==> src/rtl/vhdci_mux_pkg.sv <==
// Shared types and sync constants for both ends of the VHDCI mux link.
// The FPGA-side initiator imports the same package.
package vhdci_mux_pkg;

  localparam int unsigned WORD_W  = 8;
  localparam int unsigned DATA_W  = 7;
  localparam int unsigned DROP_W  = 8;
  localparam int unsigned MON_BIT = 7;

  localparam logic [WORD_W-1:0] SYNC_HUNT  = 8'h01;
  localparam logic [WORD_W-1:0] SYNC_ALIGN = 8'h81;

  typedef enum logic [1:0] {
    HUNT    = 2'd0,
    ALIGNED = 2'd1,
    LINKED  = 2'd2
  } link_state_e;

  // Word on the wire once linked: toggling monitor bit over 7-bit payload.
  typedef struct packed {
    logic              mon;
    logic [DATA_W-1:0] data;
  } link_word_t;

  function automatic logic is_sync_word(input logic [WORD_W-1:0] w);
    return (w == SYNC_HUNT) || (w == SYNC_ALIGN);
  endfunction

endpackage

==> src/rtl/vhdci_mux_mon_check.sv <==
// Toggle-monitor checker: arms on the first non-0x81 word, then requires
// the monitor bit to alternate every cycle while enabled.
module vhdci_mux_mon_check (
  input  logic clk_mux_div,
  input  logic reset_sync,
  input  logic en_i,
  input  logic rx_bit_i,
  input  logic word_is_sync_i,
  output logic valid_o,
  output logic error_c_o
);

  logic valid_q, valid_d;
  logic expect_q, expect_d;

  assign valid_o   = valid_q;
  assign error_c_o = en_i && valid_q && (rx_bit_i != expect_q);

  always_comb begin
    valid_d  = valid_q;
    expect_d = expect_q;
    if (!en_i) begin
      valid_d = 1'b0;
    end else if (!valid_q) begin
      // Peer may still be repeating its sync pattern; wait for real data.
      if (!word_is_sync_i) begin
        valid_d  = 1'b1;
        expect_d = ~rx_bit_i;
      end
    end else if (error_c_o) begin
      valid_d = 1'b0;
    end else begin
      expect_d = ~rx_bit_i;
    end
  end

  always_ff @(posedge clk_mux_div or posedge reset_sync) begin
    if (reset_sync) begin
      valid_q  <= 1'b0;
      expect_q <= 1'b0;
    end else begin
      valid_q  <= valid_d;
      expect_q <= expect_d;
    end
  end

endmodule

==> src/rtl/vhdci_mux_remote_link.sv <==
// Far-end framing/sync controller: bitslip word alignment, 0x01/0x81 sync
// handshake, then 7-bit payload with a toggling monitor bit.
module vhdci_mux_remote_link
  import vhdci_mux_pkg::*;
#(
  parameter int unsigned BITSLIP_HOLD  = 3,
  parameter int unsigned MATCH_COUNT   = 4,
  parameter int unsigned ALIGN_TIMEOUT = 1024
) (
  input  logic              clk_mux_div,
  input  logic              reset_sync,
  input  logic [WORD_W-1:0] rx_word,
  output logic [WORD_W-1:0] tx_word,
  output logic              bitslip,
  input  logic [DATA_W-1:0] data_in,
  output logic [DATA_W-1:0] data_out,
  output logic              data_valid,
  output logic              link_up,
  output logic [DROP_W-1:0] drop_count,
  output logic [1:0]        state_dbg
);

  localparam int unsigned HOLD_W  = $clog2(BITSLIP_HOLD + 1);
  localparam int unsigned MATCH_W = $clog2(MATCH_COUNT + 1);
  localparam int unsigned TOUT_W  = $clog2(ALIGN_TIMEOUT);

  link_state_e state_q, state_d;

  logic [WORD_W-1:0]  rx_q;
  logic [HOLD_W-1:0]  hold_cnt_q, hold_cnt_d;
  logic [MATCH_W-1:0] match_cnt_q, match_cnt_d;
  logic [TOUT_W-1:0]  timeout_cnt_q, timeout_cnt_d;
  logic [WORD_W-1:0]  tx_word_q, tx_word_d;
  logic               bitslip_q, bitslip_d;
  logic [DATA_W-1:0]  data_out_q, data_out_d;
  logic               data_valid_q, data_valid_d;
  logic               link_up_q, link_up_d;
  logic [DROP_W-1:0]  drop_count_q, drop_count_d;
  logic               mon_tx_q, mon_tx_d;

  logic mon_valid;
  logic mon_err_c;
  logic rx_is_sync_c;
  logic match_done_c;
  logic timeout_done_c;

  assign rx_is_sync_c   = is_sync_word(rx_q);
  assign match_done_c   = (match_cnt_q == MATCH_W'(MATCH_COUNT - 1));
  assign timeout_done_c = (timeout_cnt_q == TOUT_W'(ALIGN_TIMEOUT - 1));

  vhdci_mux_mon_check u_mon_check (
    .clk_mux_div    (clk_mux_div),
    .reset_sync     (reset_sync),
    .en_i           (state_q == LINKED),
    .rx_bit_i       (rx_q[MON_BIT]),
    .word_is_sync_i (rx_q == SYNC_ALIGN),
    .valid_o        (mon_valid),
    .error_c_o      (mon_err_c)
  );

  always_ff @(posedge clk_mux_div or posedge reset_sync) begin
    if (reset_sync) state_q <= HUNT;
    else            state_q <= state_d;
  end

  always_comb begin
    state_d = state_q;
    case (state_q)
      HUNT: begin
        if ((hold_cnt_q == '0) && rx_is_sync_c && match_done_c) state_d = ALIGNED;
      end
      ALIGNED: begin
        // A peer 0x81 beats a simultaneous timeout.
        if (rx_q == SYNC_ALIGN)                            state_d = LINKED;
        else if ((rx_q != SYNC_HUNT) || timeout_done_c)    state_d = HUNT;
      end
      LINKED: begin
        if (mon_err_c) state_d = HUNT;
      end
      default: state_d = HUNT;
    endcase
  end

  always_comb begin
    tx_word_d     = tx_word_q;
    bitslip_d     = 1'b0;
    data_out_d    = data_out_q;
    hold_cnt_d    = hold_cnt_q;
    match_cnt_d   = match_cnt_q;
    timeout_cnt_d = timeout_cnt_q;
    mon_tx_d      = mon_tx_q;
    drop_count_d  = drop_count_q;
    data_valid_d  = (state_q == LINKED) && mon_valid;
    link_up_d     = (state_q == LINKED);
    case (state_q)
      HUNT: begin
        tx_word_d = SYNC_HUNT;
        if (hold_cnt_q != '0) begin
          hold_cnt_d  = hold_cnt_q - HOLD_W'(1);
          match_cnt_d = '0;
        end else if (!rx_is_sync_c) begin
          // Hold count guarantees bitslip never fires on back-to-back cycles.
          bitslip_d   = 1'b1;
          hold_cnt_d  = HOLD_W'(BITSLIP_HOLD);
          match_cnt_d = '0;
        end else begin
          match_cnt_d = match_cnt_q + MATCH_W'(1);
        end
      end
      ALIGNED: begin
        tx_word_d     = SYNC_ALIGN;
        timeout_cnt_d = timeout_cnt_q + TOUT_W'(1);
        mon_tx_d      = 1'b0;
      end
      LINKED: begin
        tx_word_d  = link_word_t'{mon: mon_tx_q, data: data_in};
        mon_tx_d   = ~mon_tx_q;
        data_out_d = rx_q[DATA_W-1:0];
        if (mon_err_c && (drop_count_q != '1)) drop_count_d = drop_count_q + DROP_W'(1);
      end
      default: ;
    endcase
    // Every state change starts the per-state counters from zero.
    if (state_d != state_q) begin
      hold_cnt_d    = '0;
      match_cnt_d   = '0;
      timeout_cnt_d = '0;
    end
  end

  always_ff @(posedge clk_mux_div or posedge reset_sync) begin
    if (reset_sync) begin
      rx_q          <= '0;
      hold_cnt_q    <= '0;
      match_cnt_q   <= '0;
      timeout_cnt_q <= '0;
      tx_word_q     <= '0;
      bitslip_q     <= 1'b0;
      data_out_q    <= '0;
      data_valid_q  <= 1'b0;
      link_up_q     <= 1'b0;
      drop_count_q  <= '0;
      mon_tx_q      <= 1'b0;
    end else begin
      rx_q          <= rx_word;
      hold_cnt_q    <= hold_cnt_d;
      match_cnt_q   <= match_cnt_d;
      timeout_cnt_q <= timeout_cnt_d;
      tx_word_q     <= tx_word_d;
      bitslip_q     <= bitslip_d;
      data_out_q    <= data_out_d;
      data_valid_q  <= data_valid_d;
      link_up_q     <= link_up_d;
      drop_count_q  <= drop_count_d;
      mon_tx_q      <= mon_tx_d;
    end
  end

  assign tx_word    = tx_word_q;
  assign bitslip    = bitslip_q;
  assign data_out   = data_out_q;
  assign data_valid = data_valid_q;
  assign link_up    = link_up_q;
  assign drop_count = drop_count_q;
  assign state_dbg  = state_q;

endmodule
==> config.mk <==
export PLATFORM = sky130hd
export DESIGN_NAME = vhdci_mux_remote_link
export DESIGN_NICKNAME = d
export VERILOG_FILES = /design/src/rtl/vhdci_mux_pkg.sv /design/src/rtl/vhdci_mux_mon_check.sv /design/src/rtl/vhdci_mux_remote_link.sv
export SDC_FILE = /design/constraint.sdc
export NUM_CORES = 1
export LEC_CHECK = 0
export CORE_MARGIN = 2
export CORE_UTILIZATION = 45
export CTS_CLUSTER_DIAMETER = 120
export DETAILED_ROUTE_END_ITERATION = 6
export PLACE_DENSITY_LB_ADDON = 0.08
export SYNTH_ARGS = -nofsm -noshare
export SYNTH_HDL_FRONTEND = slang
export SYNTH_SLANG_ARGS = --single-unit
==> constraint.sdc <==
create_clock -name clk_mux_div -period 1.9 [get_ports clk_mux_div]
set_input_delay 0.38 -clock clk_mux_div [delete_from_list [all_inputs] [get_ports clk_mux_div]]
set_output_delay 0.38 -clock clk_mux_div [all_outputs]
set_load 0.01 [all_outputs]
==> run metrics, run 1 <==
Clock Sinks=54; initial DRC count=62; Worst Hold Class=input port to asynchronous set/reset pin; Final Cell Area=between 0.003 and 0.004 mm2; final core occ=0.687; WP data required=2.10 ns; min Tclk post-route=2.26 ns; H-tree levels=2; Die Wd=78.1 um; Finished Layout Cells=358; Setup WS post-layout=-0.358 ns; skew final=0.0133 ns; CTS Buf Count=5; DIE AREA=roughly 0.0061 mm2; #FFs+latches synth=54; final hold vios=0; Max stage delay cell, worst path=or4b_4; hpwl dp=3.37 mm; nets=313; Post-synth EDFFs=0; reg-to-reg endpoint=match_cnt_q[1]; Peak VDD IR=between 400 and 500 uV; vias in the first global route=approximately 1800; leakage power=approximately 1.7 nW; top post-synthesis cells by area=dfrtp_1, ha_1, mux2_2; io pins=45; CTS tree=yes; total track usage=0.178; unrepaired setup endpoints after global routing=yes; die height=a little under 80 um; DRC Markers=0; Yosys cell types=43; drt wl/cell=roughly 13 um; cts hold-fix bufs=0; FF-to-FF Start=rx_q[6]; max cap viols=0; Critical Path AT=between 2 and 2.5 ns; Main synth FF type=dfrtp_1; Cell Pwr Density=between 600 and 700 mW/mm2; Vias=roughly 1800; global-route wire length before repair=between 8 and 9 mm; Max Buffers Root-to-Sink=2; core footprint=0.00520 mm2; initial antenna violation count=0; site row count=26; fillers=414; crit end category=register; R2R setup slack=-0.36 ns; Yosys top cell area share=0.546; register area share after synthesis=0.546; placed cell area=0.00327 mm2; area leader, netlist=dfrtp_1; clock-pin slew of the registers on the worst-case setup and hold paths=about 0.10 ns; Slew @ Worst Pin=0.567 ns; Avg Synthesized Cell Area=between 10 and 15 um2; critical path class=register to register; Syn Inst Count=200; failing checks=negative setup slack; setup violators final=18; Worst Path Max Fanout=7; clock root buffer master=clkbuf_8; CP startpoint kind=register; first-pass detailed-route iteration total=4; fmax=~440 MHz; cell count after placement=approximately 340; Starting Density=0.475; Synthesis Warnings=0; Total Power=2.15 mW; Slew Viols, Final=0; clk_lat worst skew=roughly 0.31 ns; CP cell instances=or4b_4, buf_6, or4_4, o31a_1, o31ai_4, clkbuf_16, nor3_2; slowest stage delay, CP=0.55 ns; largest net degree at the start of global routing=55; top cells by count, synth=dfrtp_1, nand2_1, inv_1, nor3_2, xnor2_1; PortBufs=44; asr flop ratio synth=1.00; share of cells above drive strength 1=0.306; WHS=0.423 ns; Syn Nets=226; grt ovf=0; Antenna Cells=0; Final Cycle Share=1.19; Slew headroom=0.618; FF-to-FF path depth=7; WL final=around 4.8 mm; post-route ant nets=0; status=finished, violations left; most frequent cell after synthesis=dfrtp_1; Final GP Congestion=between 0.7 and 0.8; DR vias/cell=just under 5; area delta synth->final=44.6%; Synth Cell Area=~0.0025 mm2
## timing repair
item / 4_1_cts / 5_1_grt
endpoints found under the setup margin: 18 / 23
setup buffers: 2 / 5
gates cloned: 1 / 0
pin swaps: 9 / 7
resized for setup: 8 / 11
## final cells by class
type	count	area, um2	area share
Tap cell	70	87.6	0.0245
Inverter	10	37.5	0.0105
Multi-Input combinational cell	129	1130	0.317
Clock buffer	6	82.6	0.0231
Sequential cell	54	1350	0.378
Timing Repair Buffer	87	846	0.236
Clock inverter	2	38.8	0.0108
## critical path: cells and delay by family (launching register included)
| family | cells | cell delay (ns) |
|---|---|---|
| and+or+nand+nor | 3 | 1.01 |
| buffers and inverters | 2 | 0.37 |
| DFF | 1 | 0.38 |
| AOI/OAI and AO/OA | 2 | 0.38 |
## stage by stage
| stage | setup TNS [ns] | setup slack (ns) |
|---|---|---|
| 3_5_place_dp | -8.12 | -0.519 |
| 3_3_place_gp | -7.47 | -0.462 |
| 4_1_cts | -5.39 | -0.357 |
| 5_1_grt | -7.48 | -0.467 |
| 2_1_floorplan | -1.76 | -0.155 |
| 6_report | -5.81 | -0.358 |
## report_power, final
group / total, mW / switching, mW / internal (mW) / leakage [nW]
Sequential: 1.19 / 0.0162 / 1.18 / 0.720
Clock: 0.798 / 0.365 / 0.433 / 0.0618
Combinational: 0.160 / 0.0624 / 0.0973 / 0.883
Total: 2.15 / 0.443 / 1.71 / 1.66
## per-layer routing
layer  global-route usage  share of wire  up-vias
li1                     -              -      884
met1                0.256           0.47      857
met2                0.271           0.48       26
met3               0.0437          0.033        6
met4               0.0474          0.012        0
met5                    0              0        -
## placed cells by master (no fill, tap or decap), types with 2 or more instances in the layout
master	instances
nand2_1	14
and3_1	5
buf_12	4
nor2b_1	3
xor2_1	7
and2_1	2
mux2_2	9
nand3_1	5
a21oi_1	6
ha_1	9
a22o_1	6
o21ai_0	2
clkdlybuf4s50_1	44
nor2_1	5
buf_4	34
nand4_1	5
dfrtp_1	54
buf_6	4
xnor2_1	10
inv_1	9
mux2i_1	2
nor3_2	14
clkbuf_8	6
## flip-flops by register name, indices dropped and copies added (netlist names), 2 cells and up
register	flops
state_dbg	2
rx_q	8
timeout_cnt_q	10
hold_cnt_q	2
drop_count	8
match_cnt_q	3
tx_word	8
data_out	7
## worst max path at each step
stage                     depth (start not counted)     from                to
after global placement                            5  rx_q[6]  timeout_cnt_q[0]
after global routing                              6  rx_q[6]     hold_cnt_q[1]
after CTS                                         7  rx_q[6]  timeout_cnt_q[9]
after floorplan                                   6  rx_q[6]     hold_cnt_q[0]
final                                             7  rx_q[6]    match_cnt_q[1]
after detailed placement                          5  rx_q[6]  timeout_cnt_q[9]
## logic make-up (layout without fill, tap and decap cells)
| group | count (synthesis) | after routing | share of synthesized area |
|---|---|---|---|
| AO/OA/AOI/OAI | 30 | 30 | 0.103 |
| XOR/XNOR | 17 | 17 | 0.0602 |
| adder cells (fa/ha/maj) | 9 | 9 | 0.0455 |
| multiplexers | 11 | 11 | 0.0491 |
| flip-flops | 54 | 54 | 0.546 |
| buffers and inverters | 17 | 105 | 0.0354 |
| AND/OR/NAND/NOR | 62 | 62 | 0.160 |
Note: power is estimated with default switching activity, not from simulation.
==> inputs of run 2 (changes only) <==
Settings changed: CORE_UTILIZATION 45 to 47, REMOVE_ABC_BUFFERS set to 1, SLEW_MARGIN set to 0.
==> run 2 against run 1 <==
The flow still finishes with violations (negative setup slack). Cell area down 2.9%. Highest routed layer unchanged. Largest cell class unchanged. Setup slack got worse by 0.0014 ns. Combinational power hardly changed. Via count up 2.0%.
==> run metrics, run 2 (synthesis gave the netlist of run 1 again) <==
slowest stage delay, CP=0.55 ns (about the same); Largest register FFs=10 (unchanged); Finished Layout Cells=358 (unchanged); Setup WS post-layout=-0.359 ns (-0.00135 ns); unrepaired setup endpoints after global routing=yes; met3 WL=189 um (+18%); status=finished, violations left; CP most frequent cell=buf_6; DRC Markers=0 (unchanged); FF-to-FF path depth=7 (unchanged); Final Cycle Share=1.19 (about the same); cell count after placement=342 (-0.58%); CP delay by family, top=simple AND/OR/NAND/NOR gates; CP startpoint kind=register; site row count=26 (unchanged); initial DRC count=119 (+92%); Worst Path Max Fanout=8 (+1); largest net degree at the start of global routing=55 (unchanged); grt ovf=0 (unchanged); skew final=0.00814 ns (-0.00520 ns); Max Used Layer=met4; min Tclk post-route=2.26 ns (+0.00135 ns); critical path class=register to register; core footprint=0.00511 mm2 (-1.9%); met2 wire length=2.54 mm (+9.5%); clk_lat worst skew=0.31 ns (about the same); Worst Hold Class=input port to asynchronous set/reset pin; Max Buffers Root-to-Sink=2 (unchanged); Die Wd=76.5 um (-2.0%); Most flops, register=timeout_cnt_q; Antenna Cells=0 (unchanged); global-route wire length before repair=8.90 mm (+3.5%); Clock Sinks=54 (unchanged); failing checks=negative setup slack; H-tree levels=2 (unchanged); Total Power=2.01 mW (-6.7%); area delta synth->final=40.4%; clock-pin slew of the registers on the worst-case setup and hold paths=0.09 ns (about the same); R2R setup slack=-0.36 ns (about the same); drt wl/cell=14.3 um (+6.1%); final hold vios=0 (unchanged); most common cell after layout, fill and taps aside=dfrtp_1; CTS tree=yes; CP bufs+invs=2 (unchanged); CP cell instances=or4b_4, buf_6, or4_4, o31a_1, o31ai_4, buf_6, a2111oi_4; Critical Path AT=2.43 ns (-0.03 ns); WL final=5.12 mm (+6.1%); Slew @ Worst Pin=0.527 ns (-0.0400 ns); Slew headroom=0.645 (+0.0269); first-pass detailed-route iteration total=4 (unchanged); Max stage delay cell, worst path=or4b_4; Final GP Congestion=0.824 (+7.7%); WP data required=2.07 ns (-0.03 ns); die height=76.5 um (-2.0%); Peak VDD IR=489 uV (+18%); io pins=45 (unchanged); Vias=1808 (+2.0%); DIE AREA=0.00586 mm2 (-4.0%); Starting Density=0.484 (+0.00908); leakage power=1.60 nW (-3.9%); crit end category=register; reg-to-reg endpoint=hold_cnt_q[1]; nets=313 (unchanged); DR vias/cell=5.05 (+2.0%); CTS Buf Count=5 (unchanged); hpwl dp=3.50 mm (+3.8%); most frequent cells in the layout=dfrtp_1, clkdlybuf4s50_1, buf_4, nand2_1, nor3_2; FF-to-FF Start=rx_q[6]; vias in the first global route=1876 (+4.0%); total track usage=0.188 (+0.00978); post-route ant nets=0 (unchanged); setup violators final=19 (+1); PortBufs=44 (unchanged); Slew Viols, Final=0 (unchanged); Metal-1 WL=2.36 mm (+2.9%); Cell Pwr Density=578 mW/mm2 (-3.9%); share of cells above drive strength 1=0.295 (-0.0104); fmax=443 MHz (about the same); initial antenna violation count=0 (unchanged); clock root buffer master=clkbuf_8; max cap viols=0 (unchanged)
## run 2: area by class of cell
cell class	instances	area, um2
tap	70	87.6
timing repair buffer	87	802
fill	407	1640
multi-input combinational	129	1100
inverter	10	37.5
clock inverter	2	12.5
clock buffer	6	82.6
sequential	54	1350
## run 2: how the worst max path moves through the flow
stage | start | endpoint | slack [ns] | cells after the start
2_1_floorplan | rx_q[6] | match_cnt_q[2] | -0.29 | 5
3_3_place_gp | rx_q[6] | timeout_cnt_q[0] | -0.49 | 5
3_5_place_dp | rx_q[6] | match_cnt_q[2] | -0.54 | 5
4_1_cts | rx_q[4] | hold_cnt_q[1] | -0.39 | 7
5_1_grt | rx_q[6] | hold_cnt_q[1] | -0.42 | 7
6_report | rx_q[6] | hold_cnt_q[1] | -0.36 | 7
## run 2: timing repair
item	4_1_cts	5_1_grt
pin swaps	17	9
hold buffers	0	0
hold endpoints to repair	0	0
setup endpoints to repair	18	19
gates resized for setup	11	7
buffers inserted	6	4
gates cloned	1	0
## run 2: report_power, final
group / switching, mW / leakage [nW] / internal (mW) / total (mW)
sequential: 0.0135 / 0.720 / 1.18 / 1.19
clock: 0.364 / 0.0472 / 0.293 / 0.658
combinational: 0.0629 / 0.832 / 0.0957 / 0.159
total: 0.441 / 1.60 / 1.57 / 2.01
## run 2: metrics by stage
step           setup WS [ns]  utilization  hold WS [ns]  setup TNS (ns)  area [um2]
2_1_floorplan         -0.289            -         0.411           -4.08        2420
3_3_place_gp          -0.491        0.632         0.462           -7.31        3230
3_5_place_dp          -0.540        0.632         0.478           -8.18        3230
4_1_cts               -0.387        0.675         0.432           -5.81        3450
5_1_grt               -0.421        0.680         0.452           -6.56        3470
6_report              -0.359        0.680         0.422           -5.43        3470
## run 2: worst reg2reg max path, delay by kind of cell (launching register included)
family | cells | cell delay [ns]
compound gates | 3 | 0.44
buf+inv | 2 | 0.33
flops | 1 | 0.40
simple gates | 2 | 0.96
## run 2: routing by layer
metal  vias to the layer above  track usage
met5                         -            0
met4                         0       0.0473
met3                         5       0.0391
met2                        31        0.304
met1                       885        0.260
li1                        887            -
